`src/rtl/stream_arb_mux_pkg.sv`:
```
// Shared constants and helpers for the streaming arbiter/multiplexer.
// Arbitration modes are plain integers so they can be used directly as parameter values.
package mux_pkg;

    localparam int ARB_RR    = 0;
    localparam int ARB_FIXED = 1;
    localparam int ARB_EXT   = 2;

    typedef enum logic [1:0] {
        MODE_RR    = 2'd0,
        MODE_FIXED = 2'd1,
        MODE_EXT   = 2'd2,
        MODE_RSVD  = 2'd3
    } arb_mode_e;

    function automatic int sel_width(input int n);
        if (n <= 1) begin
            return 1;
        end else begin
            return $clog2(n);
        end
    endfunction

    function automatic arb_mode_e to_mode(input int m);
        case (m)
            ARB_RR:    return MODE_RR;
            ARB_FIXED: return MODE_FIXED;
            ARB_EXT:   return MODE_EXT;
            default:   return MODE_RSVD;
        endcase
    endfunction

endpackage

```
`src/rtl/stream_arb_mux_rr_arbiter.sv`:
```
// Round-robin arbiter: one-hot grant searching upward from the last winner.
// The pointer only moves when the caller reports an accepted transfer.
module rr_arbiter
    import mux_pkg::*;
#(
    parameter int N = 5,
    localparam int IW = sel_width(N)
) (
    input  logic          clk,
    input  logic          rst_n,
    input  logic [N-1:0]  req,
    input  logic          advance,
    input  logic [IW-1:0] grant_idx_in,
    output logic [N-1:0]  grant,
    output logic [IW-1:0] grant_idx
);

    logic [IW-1:0] ptr_r;
    logic          hi_found_s;
    logic          lo_found_s;
    logic [IW-1:0] hi_idx_s;
    logic [IW-1:0] lo_idx_s;

    // Last-winner pointer; reset points at N-1 so channel 0 leads.
    always_ff @(posedge clk) begin
        if (!rst_n) begin
            ptr_r <= IW'(N - 1);
        end else if (advance) begin
            ptr_r <= grant_idx_in;
        end else begin
            ptr_r <= ptr_r;
        end
    end

    // Lowest requester above the pointer, else lowest overall (wrap-around).
    always_comb begin
        hi_found_s = 1'b0;
        lo_found_s = 1'b0;
        hi_idx_s   = '0;
        lo_idx_s   = '0;
        for (int j = N - 1; j >= 0; j--) begin
            if (req[j]) begin
                lo_found_s = 1'b1;
                lo_idx_s   = IW'(j);
                if (j > int'(ptr_r)) begin
                    hi_found_s = 1'b1;
                    hi_idx_s   = IW'(j);
                end else begin
                    hi_found_s = hi_found_s;
                end
            end else begin
                lo_found_s = lo_found_s;
            end
        end
    end

    // Expand the winning index into a one-hot grant.
    always_comb begin
        grant     = '0;
        grant_idx = '0;
        if (hi_found_s) begin
            grant_idx = hi_idx_s;
        end else if (lo_found_s) begin
            grant_idx = lo_idx_s;
        end else begin
            grant_idx = '0;
        end
        for (int j = 0; j < N; j++) begin
            if ((hi_found_s || lo_found_s) && (grant_idx == IW'(j))) begin
                grant[j] = 1'b1;
            end else begin
                grant[j] = 1'b0;
            end
        end
    end

endmodule

```
`src/rtl/stream_arb_mux.sv`:
```
// N-input valid/ready multiplexer with a one-entry registered output stage.
// Arbitration policy is fixed at elaboration by ARB_MODE.
module stream_arb_mux
    import mux_pkg::*;
#(
    parameter int NUM_INPUTS = 5,
    parameter int WIDTH      = 4,
    parameter int ARB_MODE   = 0,
    localparam int SEL_W     = sel_width(NUM_INPUTS)
) (
    input  logic                        clk,
    input  logic                        rst_n,
    input  logic [NUM_INPUTS-1:0]       in_valid,
    input  logic [NUM_INPUTS*WIDTH-1:0] in_data,
    output logic [NUM_INPUTS-1:0]       in_ready,
    input  logic [SEL_W-1:0]            sel,
    output logic                        out_valid,
    output logic [WIDTH-1:0]            out_data,
    output logic [SEL_W-1:0]            out_idx,
    input  logic                        out_ready,
    output logic                        sel_err
);

    localparam arb_mode_e MODE   = to_mode(ARB_MODE);
    localparam logic      EXT_ON = (MODE == MODE_EXT);

    logic [NUM_INPUTS-1:0] grant_s;
    logic [SEL_W-1:0]      grant_idx_s;
    logic                  load_s;
    logic                  xfer_s;
    logic [WIDTH-1:0]      data_s;
    logic                  out_valid_r;
    logic [WIDTH-1:0]      out_data_r;
    logic [SEL_W-1:0]      out_idx_r;
    logic                  sel_err_r;

    generate
        if (NUM_INPUTS == 1) begin : g_single
            // A single channel needs no arbitration in any mode.
            always_comb begin
                grant_s     = in_valid;
                grant_idx_s = '0;
            end
        end else if (MODE == MODE_RR) begin : g_rr
            rr_arbiter #(.N(NUM_INPUTS)) u_rr (
                .clk          (clk),
                .rst_n        (rst_n),
                .req          (in_valid),
                .advance      (xfer_s),
                .grant_idx_in (grant_idx_s),
                .grant        (grant_s),
                .grant_idx    (grant_idx_s)
            );
        end else if (MODE == MODE_FIXED) begin : g_fixed
            // Descending scan so the lowest valid index is written last and wins.
            always_comb begin
                grant_s     = '0;
                grant_idx_s = '0;
                for (int i = NUM_INPUTS - 1; i >= 0; i--) begin
                    if (in_valid[i]) begin
                        grant_s     = '0;
                        grant_s[i]  = 1'b1;
                        grant_idx_s = SEL_W'(i);
                    end else begin
                        grant_idx_s = grant_idx_s;
                    end
                end
            end
        end else begin : g_ext
            // Out-of-range sel matches no channel, so it naturally yields no grant.
            always_comb begin
                grant_s     = '0;
                grant_idx_s = '0;
                for (int i = 0; i < NUM_INPUTS; i++) begin
                    if ((sel == SEL_W'(i)) && in_valid[i]) begin
                        grant_s[i]  = 1'b1;
                        grant_idx_s = SEL_W'(i);
                    end else begin
                        grant_s[i]  = 1'b0;
                    end
                end
            end
        end
    endgenerate

    assign load_s   = !out_valid_r || out_ready;
    assign in_ready = grant_s & {NUM_INPUTS{load_s & rst_n}};
    assign xfer_s   = |(in_ready & in_valid);

    // Data path select driven by the one-hot grant.
    always_comb begin
        data_s = '0;
        for (int i = 0; i < NUM_INPUTS; i++) begin
            if (grant_s[i]) begin
                data_s = in_data[i*WIDTH +: WIDTH];
            end else begin
                data_s = data_s;
            end
        end
    end

    // Output register: load on transfer, drain to empty when nothing is granted.
    always_ff @(posedge clk) begin
        if (!rst_n) begin
            out_valid_r <= 1'b0;
            out_data_r  <= '0;
            out_idx_r   <= '0;
        end else if (load_s) begin
            if (xfer_s) begin
                out_valid_r <= 1'b1;
                out_data_r  <= data_s;
                out_idx_r   <= grant_idx_s;
            end else begin
                out_valid_r <= 1'b0;
            end
        end else begin
            out_valid_r <= out_valid_r;
        end
    end

    // Registered range flag for the external select input.
    always_ff @(posedge clk) begin
        if (!rst_n) begin
            sel_err_r <= 1'b0;
        end else begin
            sel_err_r <= EXT_ON && (int'(sel) >= NUM_INPUTS);
        end
    end

    assign out_valid = out_valid_r;
    assign out_data  = out_data_r;
    assign out_idx   = out_idx_r;
    assign sel_err   = sel_err_r;

endmodule

```
`config.mk`:
```
export PLATFORM = sky130hd
export DESIGN_NAME = stream_arb_mux
export DESIGN_NICKNAME = d
export VERILOG_FILES = /design/src/rtl/stream_arb_mux_pkg.sv /design/src/rtl/stream_arb_mux_rr_arbiter.sv /design/src/rtl/stream_arb_mux.sv
export SDC_FILE = /design/constraint.sdc
export NUM_CORES = 1
export LEC_CHECK = 0
export BUFFER_PORTS_ARGS = -buffer_cell sky130_fd_sc_hd__buf_2
export CAP_MARGIN = 20
export CORE_MARGIN = 5
export CORE_UTILIZATION = 48
export CTS_CLUSTER_DIAMETER = 120
export DETAILED_ROUTE_END_ITERATION = 16
export PLACE_DENSITY = 0.84
export SYNTH_ARGS = -nofsm -noshare
export SYNTH_HDL_FRONTEND = slang
export SYNTH_HIERARCHICAL = 1
export SYNTH_SLANG_ARGS = --single-unit
export TNS_END_PERCENT = 5
```
`constraint.sdc`:
```
create_clock -name clk -period 7 [get_ports clk]
set_input_delay 1.4 -clock clk [delete_from_list [all_inputs] [get_ports clk]]
set_output_delay 1.4 -clock clk [all_outputs]
set_load 0.05 [all_outputs]
```
# Word-level counts from Yosys, hierarchy flattened
# Index checks and enable logic that the tools add are counted.
# word_totals
reg_bits	11
inputBits	31
output_inout_bits	14
elab_cells	65
# classes
magnitude_cmp	4
n_eq_ne	4
mux	39
n_bitwise	3
n_reduce_logical	11
# ops
cell	count
2-to-1 mux 3 bit	15
2-to-1 mux 4 bit	5
2-to-1 mux 1 bit	19
AND 5 bit	2
equality test 3 x 2 -> 1 bit, second input constant	2
> comparator 2 x 3 -> 1 bit, first input constant	2
logical AND 1 bit	5
OR reduction 5 bit	1
equality test 3 x 1 -> 1 bit, second input constant	1
equality test 3 bit, second input constant	1
> comparator 1 x 3 -> 1 bit, first input constant	1
> comparator 3 bit, first input constant	1
zero test 3 bit	1
logical OR 1 bit	2
AND reduction 2 bit	1
AND 1 bit	1
zero test 1 bit	1

# Depth between registers and ports, before layout
# Gate-level depths: netlist of the first run.
# depth
word_depth	18
depth_mapped	11
ltp_nobuf	9

# Cells and area by module
# Netlist of the first run, hierarchy kept.
# by_module_without_submodules
mod	instances	cells_per_inst	area_per_inst_um2	seq_area_each_um2
stream_arb_mux	1	73	571.8	160.2
rr_arbiter	1	40	320.3	60.1

# Worst setup path after synthesis of the first run
# Ideal clock, no wire load.
# synth_path
kind	input-to-output
from	input in_valid[1]
to	output in_ready[0]
arrival_ns	2.747
required_time_ns	5.600
slack_ns	2.853
path_stages	6
n_path_buf	0
cell_sequence	nor2b_2 > a21o_1 > a32oi_2 > o31ai_4 > nor2_1 > and2_1
# synth_via
elab_chain_cells	8
elab_cells_between_ends	13
classes_between	mux: 9; bitwise: 1; reduce/logical: 3
# synth_lines
item	line	text
from (decl)	stream_arb_mux.sv:13	input logic [NUM_INPUTS-1:0] in_valid,
2-to-1 mux 3 bit / 2-to-1 mux 1 bit (equally long branches) (2 in a row)	stream_arb_mux_rr_arbiter.sv:42	if (req[j]) begin
2-to-1 mux 3 bit	stream_arb_mux_rr_arbiter.sv:63	end else if (lo_found_s) begin
2-to-1 mux 3 bit (*)	stream_arb_mux_rr_arbiter.sv:61	if (hi_found_s) begin
named net grant_idx_s[0]	stream_arb_mux.sv:28	logic [SEL_W-1:0] grant_idx_s;
zero test 3 bit (*)	stream_arb_mux_rr_arbiter.sv:69	if ((hi_found_s || lo_found_s) && (grant_idx == IW'(j))) begin
logical AND 1 bit (*)	stream_arb_mux_rr_arbiter.sv:69	
2-to-1 mux 1 bit (*)	stream_arb_mux_rr_arbiter.sv:69	
named net grant_s[0]	stream_arb_mux.sv:27	logic [NUM_INPUTS-1:0] grant_s;
AND 5 bit (*)	stream_arb_mux.sv:87	assign in_ready = grant_s & {NUM_INPUTS{load_s & rst_n}};
to (decl)	stream_arb_mux.sv:15	output logic [NUM_INPUTS-1:0] in_ready,
# Mark *: on every way through the listed nets, which the timed path passes. The rest lies on a longest branch.

# Worst setup path in the final report of the first run
# layout_path
from	input in_valid[1]
to	output in_ready[1]
# layout_via
elab_chain_cells	8
elab_cells_between_ends	13
classes_between	eq/ne: 1; mux: 9; bitwise: 1; reduce/logical: 2
# layout_lines
item	line
2-to-1 mux 3 bit / 2-to-1 mux 1 bit (equally long branches) (2 in a row)	stream_arb_mux_rr_arbiter.sv:42
2-to-1 mux 3 bit	stream_arb_mux_rr_arbiter.sv:63
2-to-1 mux 3 bit (*)	stream_arb_mux_rr_arbiter.sv:61
named net grant_idx_s[0]	stream_arb_mux.sv:28
equality test 3 x 1 -> 1 bit (*)	stream_arb_mux_rr_arbiter.sv:69
logical AND 1 bit (*)	stream_arb_mux_rr_arbiter.sv:69
2-to-1 mux 1 bit (*)	stream_arb_mux_rr_arbiter.sv:69
named net grant_s[1]	stream_arb_mux.sv:27
AND 5 bit (*)	stream_arb_mux.sv:87
# Marked as above.

==> implementation parameters, run 1 <==
Parameter                              Value

Synthesis
  Number of enable flip-flop cells after synthesis    0
  Top cells by area in the synthesized netlist    dfxtp_1 25%, nand2b_1 6.3%, a21oi_1 6.2%
  Part of the Yosys area used for sequential elements    0.247
  Post-synthesis average cell area    7.89 um^2
  Area fraction of the dominant cell type after synthesis    0.247
  Warnings, synthesis    6
  Cell area after synthesis    892 um^2
  Number of instances in the synthesized netlist    113
  Dominant synthesized flop cell    dfxtp_1
  Synth area leader    dfxtp_1
  Flop and latch count out of synthesis    11
  Post-synth net total    144
  Asr flop ratio synth    0
  Post-synth top cells    11 x a21oi_1, 11 x dfxtp_1, 9 x nand2_1, 9 x nand2b_1, 8 x and2_1
  Number of distinct library cells after synthesis    32

Placement
  Port Buffer Count    40
  Inst Count DP    172
  Cell area reported after detailed placement    1070 um^2
  Final weighted congestion in routability-driven placement    0.778
  Post-placement setup slack    2.39 ns
  Sum of net half-perimeters after detailed placement    1750 um

Cells and area
  NumNets Final    183
  Final Util    0.629
  Post-layout instance count excluding filler cells    176
  Area of all sequential standard cells    220 um^2
  Area occupied by multi-input gates    593 um^2
  Area overhead of the layout relative to synthesis    23.0%
  Number of diodes    0
  Layout cell share with drive strength beyond 1    0.358
  Post-route standard cell area excluding fillers    1100 um^2
  Fill cell count    162

Global route
  Met2 track demand over resource in global routing    0.260
  Antenna violations before repair    0
  Met1 usage    0.208
  Sum of overflow across all layers after global routing    0
  Largest net degree at the start of global routing    19
  Busiest layer in global routing    met2
  Via count of the first global-routing pass    774
  Global-route wire length before repair    3370 um
  Global Route met3 Usage    0.0197
  Gr usage total    0.159

CTS
  H-tree Lvls    1
  Worst-skew pair later-pin latency    0.26 ns
  Clock tree from TritonCTS    done
  Number of gates resized after cts    0
  Clock sink count    11
  Clk buf depth    2
  Clock tree root buffer cell    clkbuf_4
  Number of hold buffers added after cts    0
  Number of buffers inserted to repair setup after CTS    0
  Clock-pin slew reported for the worst setup and hold paths after clock tree synthesis    0.06 ns
  Cts bufs inserted    3

Floorplanning
  Die H    53.1 um
  Die Span X    53.1 um
  Initial standard-cell utilization of the core    0.511
  Area of the core region    1750 um^2
  Number of rows created at floorplan    15
  Total I/O pin count    45
  Die outline area    2820 um^2

Detailed routing
  Vias/cell    5.18
  Overall via count from detail_route    911
  First-pass DRT Iterations    4
  Average detailed-routed wire length per instance    12.2 um
  Number of violations reported at the end of detailed-routing iteration 0    18
  DRT antenna net count    0
  Post-detailed-route DRC marker count    0
  Routed Wire Length    2160 um

STA
  Max-slew violation count    0
  WHS    0.465 ns
  Final worst setup slack    2.38 ns
  Final count of negative-setup-slack endpoints    0
  Hold Fails Final Rpt    0
  Final cycle utilization of the critical path    0.660
  Setup repair after global routing missed its margin    false
  Time the worst path needs with I/O delays and setup    4.62 ns
  Maximum clock frequency    0.216 GHz
  Slew at the pin closest to its max-slew limit    1.02 ns
  Final Skew    0.000998 ns
  Worst-case headroom to the max-slew limit    0.322
  Sum Neg Setup Slack    0 ns

Pwr
  Leakage power of the design    0.522 nW
  IR drop worst, VDD    0.000169 V
  Post-layout power    0.224 mW
  Power density over cell area    204 nW/um^2
  Clock power frac    0.181
  Internal Power    0.130 mW
  Net Sw Frac    0.417
  Comb power frac    0.485
  Part of the total power dissipated in sequential elements    0.334
  Net switching power of the design    0.0933 mW

Critical path
  CP endpoint kind    output pin
  Length in cells of the worst reg-to-reg path    9
  Largest fanout on the critical path    10
  Critical Path Source Type    input pin
  Data required time of the worst path    5.60 ns
  R2R Setup Slk    3.87 ns
  Worst r2r src    g_rr.u_rr/ptr_r[1]
  Destination of the worst register-to-register timing path    out_data[1]
  WP data arrival    3.22 ns
  Category of the critical setup timing path    in -> out

Run
  Max-cap violations    0

Hold path
  Worst Min Path Start    out_idx[0]
  Worst hold path stage count    2
  Type of the tightest min-delay check    reg -> reg
  Worst min-delay path endpoint    out_idx[0]

Outcome
  Run status    complete, no violations
-- state kept, by name, summed over array words and instances (netlist names) --
register and cells:
g_rr.u_rr/ptr_r 3, out_data 4, out_idx 3, out_valid 1
-- how the worst max path moves through the flow --
stage | start | end | slack, ns
2_1_floorplan | in_valid[1] | in_ready[0] | 2.85
3_3_place_gp | in_valid[1] | in_ready[1] | 2.46
3_5_place_dp | in_valid[3] | in_ready[1] | 2.39
4_1_cts | in_valid[3] | in_ready[1] | 2.39
5_1_grt | in_valid[3] | in_ready[1] | 2.23
6_report | in_valid[1] | in_ready[1] | 2.38
-- layout by cell type, fill, tap and decap left out, types with 3 or more instances in the layout --
cell and n:
a21o_1 5, a21oi_1 11, a221oi_1 4, and2_1 8, buf_2 40, clkbuf_4 3
dfxtp_1 11, inv_1 6, mux2i_1 3, nand2_1 9, nand2b_1 9, nand3b_1 4
nor2_1 7, nor2b_1 4, o211ai_1 5, o21ai_0 5
-- metal layers --
layer | routed length [um] | up-vias
li1 | - | 471
met5 | 0 | -
met2 | 1030 | 30
met1 | 946 | 406
met4 | 31 | 0
met3 | 143 | 4
-- critical path: stages --
cell,delay [ns]
buf_2,0.13
nor2b_2,0.17
o21bai_2,0.14
a21oi_2,0.09
o31ai_4,0.28
nor2b_1,0.54
and2_1,0.20
buf_2,0.26
-- power groups by stage --
| stage | logic [mW] | registers (mW) | clock network, mW |
|---|---|---|---|
| floorplan | 0.0704 | 0.0930 | 0 |
| global placement | 0.106 | 0.0756 | 0 |
| detailed placement | 0.108 | 0.0758 | 0 |
| CTS | 0.109 | 0.0745 | 0.0429 |
| global route | 0.118 | 0.0756 | 0.0460 |
| finish | 0.108 | 0.0746 | 0.0406 |
-- kinds of logic after synthesis --
group | after synthesis | share of synthesized area
and+or+nand+nor | 46 | 0.289
other | 1 | 0.00420
AOI/OAI and AO/OA | 39 | 0.338
buffers and inverters | 13 | 0.0884
muxes | 3 | 0.0337
DFF | 11 | 0.247
-- final cells by class --
class / instances / area share
clock buffer: 4 / 0.0239
inverter: 7 / 0.0239
multi-input combinational: 89 / 0.540
sequential: 11 / 0.201
tap: 25 / 0.0285
timing repair buffer: 40 / 0.182
(Power assumes the default switching activity.)
==> run 2: changes to the inputs <==
--- a/config.mk
+++ b/config.mk
@@ -8,10 +8,10 @@
 export BUFFER_PORTS_ARGS = -buffer_cell sky130_fd_sc_hd__buf_2
 export CAP_MARGIN = 20
 export CORE_MARGIN = 5
-export CORE_UTILIZATION = 48
+export CORE_UTILIZATION = 40
 export CTS_CLUSTER_DIAMETER = 120
 export DETAILED_ROUTE_END_ITERATION = 16
-export PLACE_DENSITY = 0.84
+export PLACE_DENSITY = 0.74
 export SYNTH_ARGS = -nofsm -noshare
 export SYNTH_HDL_FRONTEND = slang
 export SYNTH_HIERARCHICAL = 1
==> constraint.sdc (replaced) <==
create_clock -name clk -period 3.9 [get_ports clk]
set_input_delay 0.78 -clock clk [delete_from_list [all_inputs] [get_ports clk]]
set_output_delay 0.78 -clock clk [all_outputs]
set_load 0.05 [all_outputs]
==> run 2 against run 1 <==
Sequential share of layout area fell by 0.60 points; setup slack got worse by 1.7 ns; cell area increased by 3.1%; die area increased by 16%; critical path type unchanged; largest cell class unchanged.
==> implementation parameters, run 2 (synthesis results as in run 1) <==
Parameter                              Value

Critical path
  Buf/Inv on CP    2
  Max stage delay on crit path    0.40 ns
  Kind of cell adding the most delay to the critical path    simple AND/OR/NAND/NOR gates
  Category of the critical setup timing path    in -> out
  WP data arrival    2.44 ns
  CP Cell Sequence    buf_2 -> nor2b_2 -> o21bai_2 -> a21oi_2 -> o31ai_4 -> and2_1 -> and2_1 -> buf_2
  Standard cell with the maximum stage delay on the critical path    and2_1
  CP endpoint kind    output pin
  Data required time of the worst path    3.12 ns
  Critical Path Source Type    input pin
  Largest fanout on the critical path    10

Detailed routing
  First-pass DRT Iterations    4
  Number of violations reported at the end of detailed-routing iteration 0    18
  Post-detailed-route DRC marker count    0
  Overall via count from detail_route    920
  Average detailed-routed wire length per instance    12.6 um
  Routed Wire Length    2300 um
  Vias/cell    5.03
  DRT antenna net count    0

Run
  Max-cap violations    0

CTS
  Number of gates resized after cts    0
  Cts bufs inserted    3
  Clock tree from TritonCTS    done
  Clock tree root buffer cell    clkbuf_4
  Number of buffers inserted to repair setup after CTS    0
  Clock-pin slew reported for the worst setup and hold paths after clock tree synthesis    0.06 ns
  H-tree Lvls    1
  Worst-skew pair later-pin latency    0.26 ns
  Clk buf depth    2
  Clock sink count    11
  Number of hold buffers added after cts    0

STA
  Sum Neg Setup Slack    0 ns
  Max-slew violation count    0
  Time the worst path needs with I/O delays and setup    3.22 ns
  Final count of negative-setup-slack endpoints    0
  Maximum clock frequency    0.311 GHz
  Final cycle utilization of the critical path    0.826
  Setup repair after global routing missed its margin    false
  Final Skew    0.000450 ns
  WHS    0.466 ns
  Final worst setup slack    0.680 ns
  Hold Fails Final Rpt    0

Cells and area
  NumNets Final    187
  Final Util    0.521
  Area overhead of the layout relative to synthesis    26.8%
  Max FFs per register    4
  Most used cells in the layout excluding fill and tap cells    40 x buf_2, 11 x a21oi_1, 11 x dfxtp_1
  Post-layout instance count excluding filler cells    183
  Area occupied by multi-input gates    593 um^2
  Post-route standard cell area excluding fillers    1130 um^2
  Number of diodes    0
  Leading cell type in the layout, fill and taps excluded    buf_2
  Area of all sequential standard cells    220 um^2
  Layout cell share with drive strength beyond 1    0.374
  Fill cell count    222

Placement
  Cell area reported after detailed placement    1100 um^2
  Inst Count DP    179
  Sum of net half-perimeters after detailed placement    1900 um
  Port Buffer Count    40
  Final weighted congestion in routability-driven placement    0.842
  Post-placement setup slack    0.688 ns

Pwr
  Post-layout power    0.415 mW
  Net switching power of the design    0.173 mW
  Comb power frac    0.495
  Net Sw Frac    0.417
  Power density over cell area    367 nW/um^2
  IR drop worst, VDD    0.000241 V
  Internal Power    0.242 mW
  Part of the total power dissipated in sequential elements    0.324
  Clock power frac    0.181
  Leakage power of the design    0.543 nW

Floorplanning
  Area of the core region    2170 um^2
  Initial standard-cell utilization of the core    0.411
  Die Span X    57.2 um
  Die H    57.2 um
  Total I/O pin count    45
  Number of rows created at floorplan    17
  Die outline area    3270 um^2

Global route
  Largest net degree at the start of global routing    11
  Antenna violations before repair    0
  Global-route wire length before repair    3640 um
  Via count of the first global-routing pass    895
  Sum of overflow across all layers after global routing    0
  Gr usage total    0.142

Outcome
  Run status    complete, no violations

Hold path
  Type of the tightest min-delay check    reg -> reg
==> run 2: changes by cell type in the layout (fill, tap and decap cells not counted), sizes merged <==
cell  change
buf       +4
==> run 2: power by group through the flow <==
stage	registers, mW	logic [mW]	clock network, mW
after floorplan	0.167	0.126	0
after global placement	0.136	0.201	0
after detailed placement	0.137	0.205	0
after CTS	0.134	0.206	0.0792
after global routing	0.136	0.223	0.0866
final	0.134	0.205	0.0753
==> run 2: final cells by class <==
class / count / share of cell area
multi-input cells: 89 / 0.524
flip-flops and latches: 11 / 0.195
inverters: 7 / 0.0232
clock buffers: 4 / 0.0232
well taps: 28 / 0.0310
repair buffers: 44 / 0.204
==> run 2: tightest hold or removal path: stages (launching register included) <==
cell and delay (ns):
dfxtp_1 0.31, nand2_1 0.05, o21ai_0 0.06
==> run 2: final timing paths <==
kind	from	endpoint	slack, ns	cells past startpoint
max	in_valid[1]	in_ready[3]	0.68	8
min	out_idx[1]	out_idx[1]	0.47	2
max reg2reg	g_rr.u_rr/ptr_r[2]	out_data[1]	1.45	10
min reg2reg	out_idx[1]	out_idx[1]	0.47	2
==> run 2: routing by layer <==
| layer | routed length [um] | track usage |
|---|---|---|
| met5 | 0 | 0 |
| met4 | 108 | 0.109 |
| met3 | 95 | 0.0226 |
| met2 | 1140 | 0.235 |
| met1 | 958 | 0.161 |
==> run 3: changes to the inputs <==
==> constraint.sdc (replaced) <==
create_clock -name clk -period 2.63 [get_ports clk]
set_input_delay 0.526 -clock clk [delete_from_list [all_inputs] [get_ports clk]]
set_output_delay 0.526 -clock clk [all_outputs]
set_load 0.05 [all_outputs]
==> run 3 against run 2 <==
Sequential share of layout area decreased by 0.65 points; highest routed layer unchanged; register-to-register slack got worse by 1.1 ns; combinational power increased by 60%; first-iteration DRC count decreased by 33%; largest power group unchanged; core utilization increased by 2.4 points; critical endpoint is now in_ready[0].
==> implementation parameters, run 3 (synthesis results as in run 1) <==
Parameter                              Value

Outcome
  Run status    complete, no violations

STA
  Setup repair after global routing missed its margin    false
  Time the worst path needs with I/O delays and setup    2.59 ns
  Maximum clock frequency    0.386 GHz
  Final Skew    0.000388 ns
  Max-slew violation count    0
  Sum Neg Setup Slack    0 ns
  Hold Fails Final Rpt    0
  WHS    0.466 ns
  Final cycle utilization of the critical path    0.984
  Final count of negative-setup-slack endpoints    0

Cells and area
  Fill cell count    217
  Area overhead of the layout relative to synthesis    32.7%
  Layout cell share with drive strength beyond 1    0.419
  Max FFs per register    4
  Most used cells in the layout excluding fill and tap cells    37 x buf_2, 11 x a21oi_1
  Number of diodes    0
  NumNets Final    192
  Area of all sequential standard cells    223 um^2
  Area occupied by multi-input gates    598 um^2
  Leading cell type in the layout, fill and taps excluded    buf_2
  Final Util    0.546

Floorplanning
  Die outline area    3270 um^2
  Die Span X    57.2 um
  Total I/O pin count    45
  Number of rows created at floorplan    17
  Initial standard-cell utilization of the core    0.411
  Die H    57.2 um
  Area of the core region    2170 um^2

Critical path
  Largest fanout on the critical path    5
  Max stage delay on crit path    0.22 ns
  Destination of the worst register-to-register timing path    g_rr.u_rr/ptr_r[1]
  WP data arrival    2.06 ns
  Critical Path Source Type    input pin
  Standard cell with the maximum stage delay on the critical path    clkbuf_4
  Kind of cell adding the most delay to the critical path    simple AND/OR/NAND/NOR gates
  Data required time of the worst path    2.10 ns
  Worst r2r src    g_rr.u_rr/ptr_r[1]
  R2R Setup Slk    0.35 ns
  Buf/Inv on CP    3
  Category of the critical setup timing path    in -> out
  CP endpoint kind    output pin
  CP Cell Sequence    buf_2 -> nor2b_2 -> a21o_1 -> a32oi_2 -> o31ai_4 -> buf_4 -> nor2_1 -> and2_1 -> clkbuf_4
  Length in cells of the worst reg-to-reg path    11

CTS
  Cts bufs inserted    3
  Clock tree root buffer cell    clkbuf_4
  H-tree Lvls    1
  Clock-pin slew reported for the worst setup and hold paths after clock tree synthesis    0.07 ns
  Clk buf depth    2
  Clock sink count    11
  Worst-skew pair later-pin latency    0.26 ns
  Clock tree from TritonCTS    done
  Number of hold buffers added after cts    0

Detailed routing
  Overall via count from detail_route    940
  Number of violations reported at the end of detailed-routing iteration 0    12
  Vias/cell    5.00
  DRT antenna net count    0
  First-pass DRT Iterations    4
  Post-detailed-route DRC marker count    0
  Average detailed-routed wire length per instance    12.2 um
  Routed Wire Length    2300 um

Global route
  Largest net degree at the start of global routing    10
  Antenna violations before repair    0
  Sum of overflow across all layers after global routing    0
  Via count of the first global-routing pass    834
  Global-route wire length before repair    3660 um
  Gr usage total    0.138

Pwr
  Post-layout power    0.639 mW
  Leakage power of the design    0.568 nW
  IR drop worst, VDD    0.000418 V
  Power density over cell area    540 nW/um^2

Placement
  Final weighted congestion in routability-driven placement    0.852
  Port Buffer Count    40
  Sum of net half-perimeters after detailed placement    1850 um

Hold path
  Worst Min Path Start    out_idx[0]
  Type of the tightest min-delay check    reg -> reg
  Worst hold path stage count    2
  Worst min-delay path endpoint    out_idx[0]

Run
  Max-cap violations    0
==> run 3: cell count changes in the layout (fill, tap and decap cells not counted), sizes merged <==
| cell | change |
|---|---|
| buf | +2 |
| clkbuf | +3 |
==> run 3: final cells by class <==
type | instances | share of cell area
sequential | 11 | 0.188
inverter | 7 | 0.0222
timing repair buffer | 49 | 0.233
tap | 28 | 0.0296
multi-input combinational | 89 | 0.505
clock buffer | 4 | 0.0222
==> run 3: worst max path at each step <==
stage,to,cells after the start,from
after floorplan,g_rr.u_rr/ptr_r[2],10,in_valid[1]
after global routing,in_ready[0],9,in_valid[1]
after global placement,in_ready[1],8,in_valid[1]
final,in_ready[0],9,in_valid[1]
after detailed placement,g_rr.u_rr/ptr_r[1],11,in_valid[1]
after CTS,in_ready[1],8,in_valid[1]
==> run 3: metrics by stage <==
step	instances	setup WS, ns	instance area, um^2
final	188	0.0416	1180
after global routing	188	0.0000218	1180
after CTS	186	0.0496	1150
after detailed placement	182	0.00673	1130
after global placement	182	0.100	1130
after floorplan	113	0.208	892
==> run 3: per-layer routing <==
layer  vias to the layer above  track usage  share of wire
met1                       415        0.188           0.45
met3                         6       0.0226          0.041
met5                         -            0              0
met2                        23        0.209           0.49
met4                         0       0.0695          0.017
li1                        496            -              -
==> run 3: where the power goes <==
part	switching [mW]	total, mW	internal, mW
Clock	0.0539	0.113	0.0587
Combinational	0.195	0.327	0.132
Sequential	0.0139	0.200	0.186
Total	0.263	0.639	0.376
==> run 3: worst register-to-register path: cells and delay by family (launching register included) <==
| kind | cells | cell delay (ns) |
|---|---|---|
| AO/OA/AOI/OAI | 5 | 0.89 |
| flip-flops | 1 | 0.40 |
| buffers and inverters | 2 | 0.36 |
| AND/OR/NAND/NOR | 3 | 0.34 |
| multiplexers | 1 | 0.20 |
==> run 3: timing repair <==
item                       CTS  global route
resized for setup            0             7
setup endpoints to repair    0             3
buffers inserted             0             2
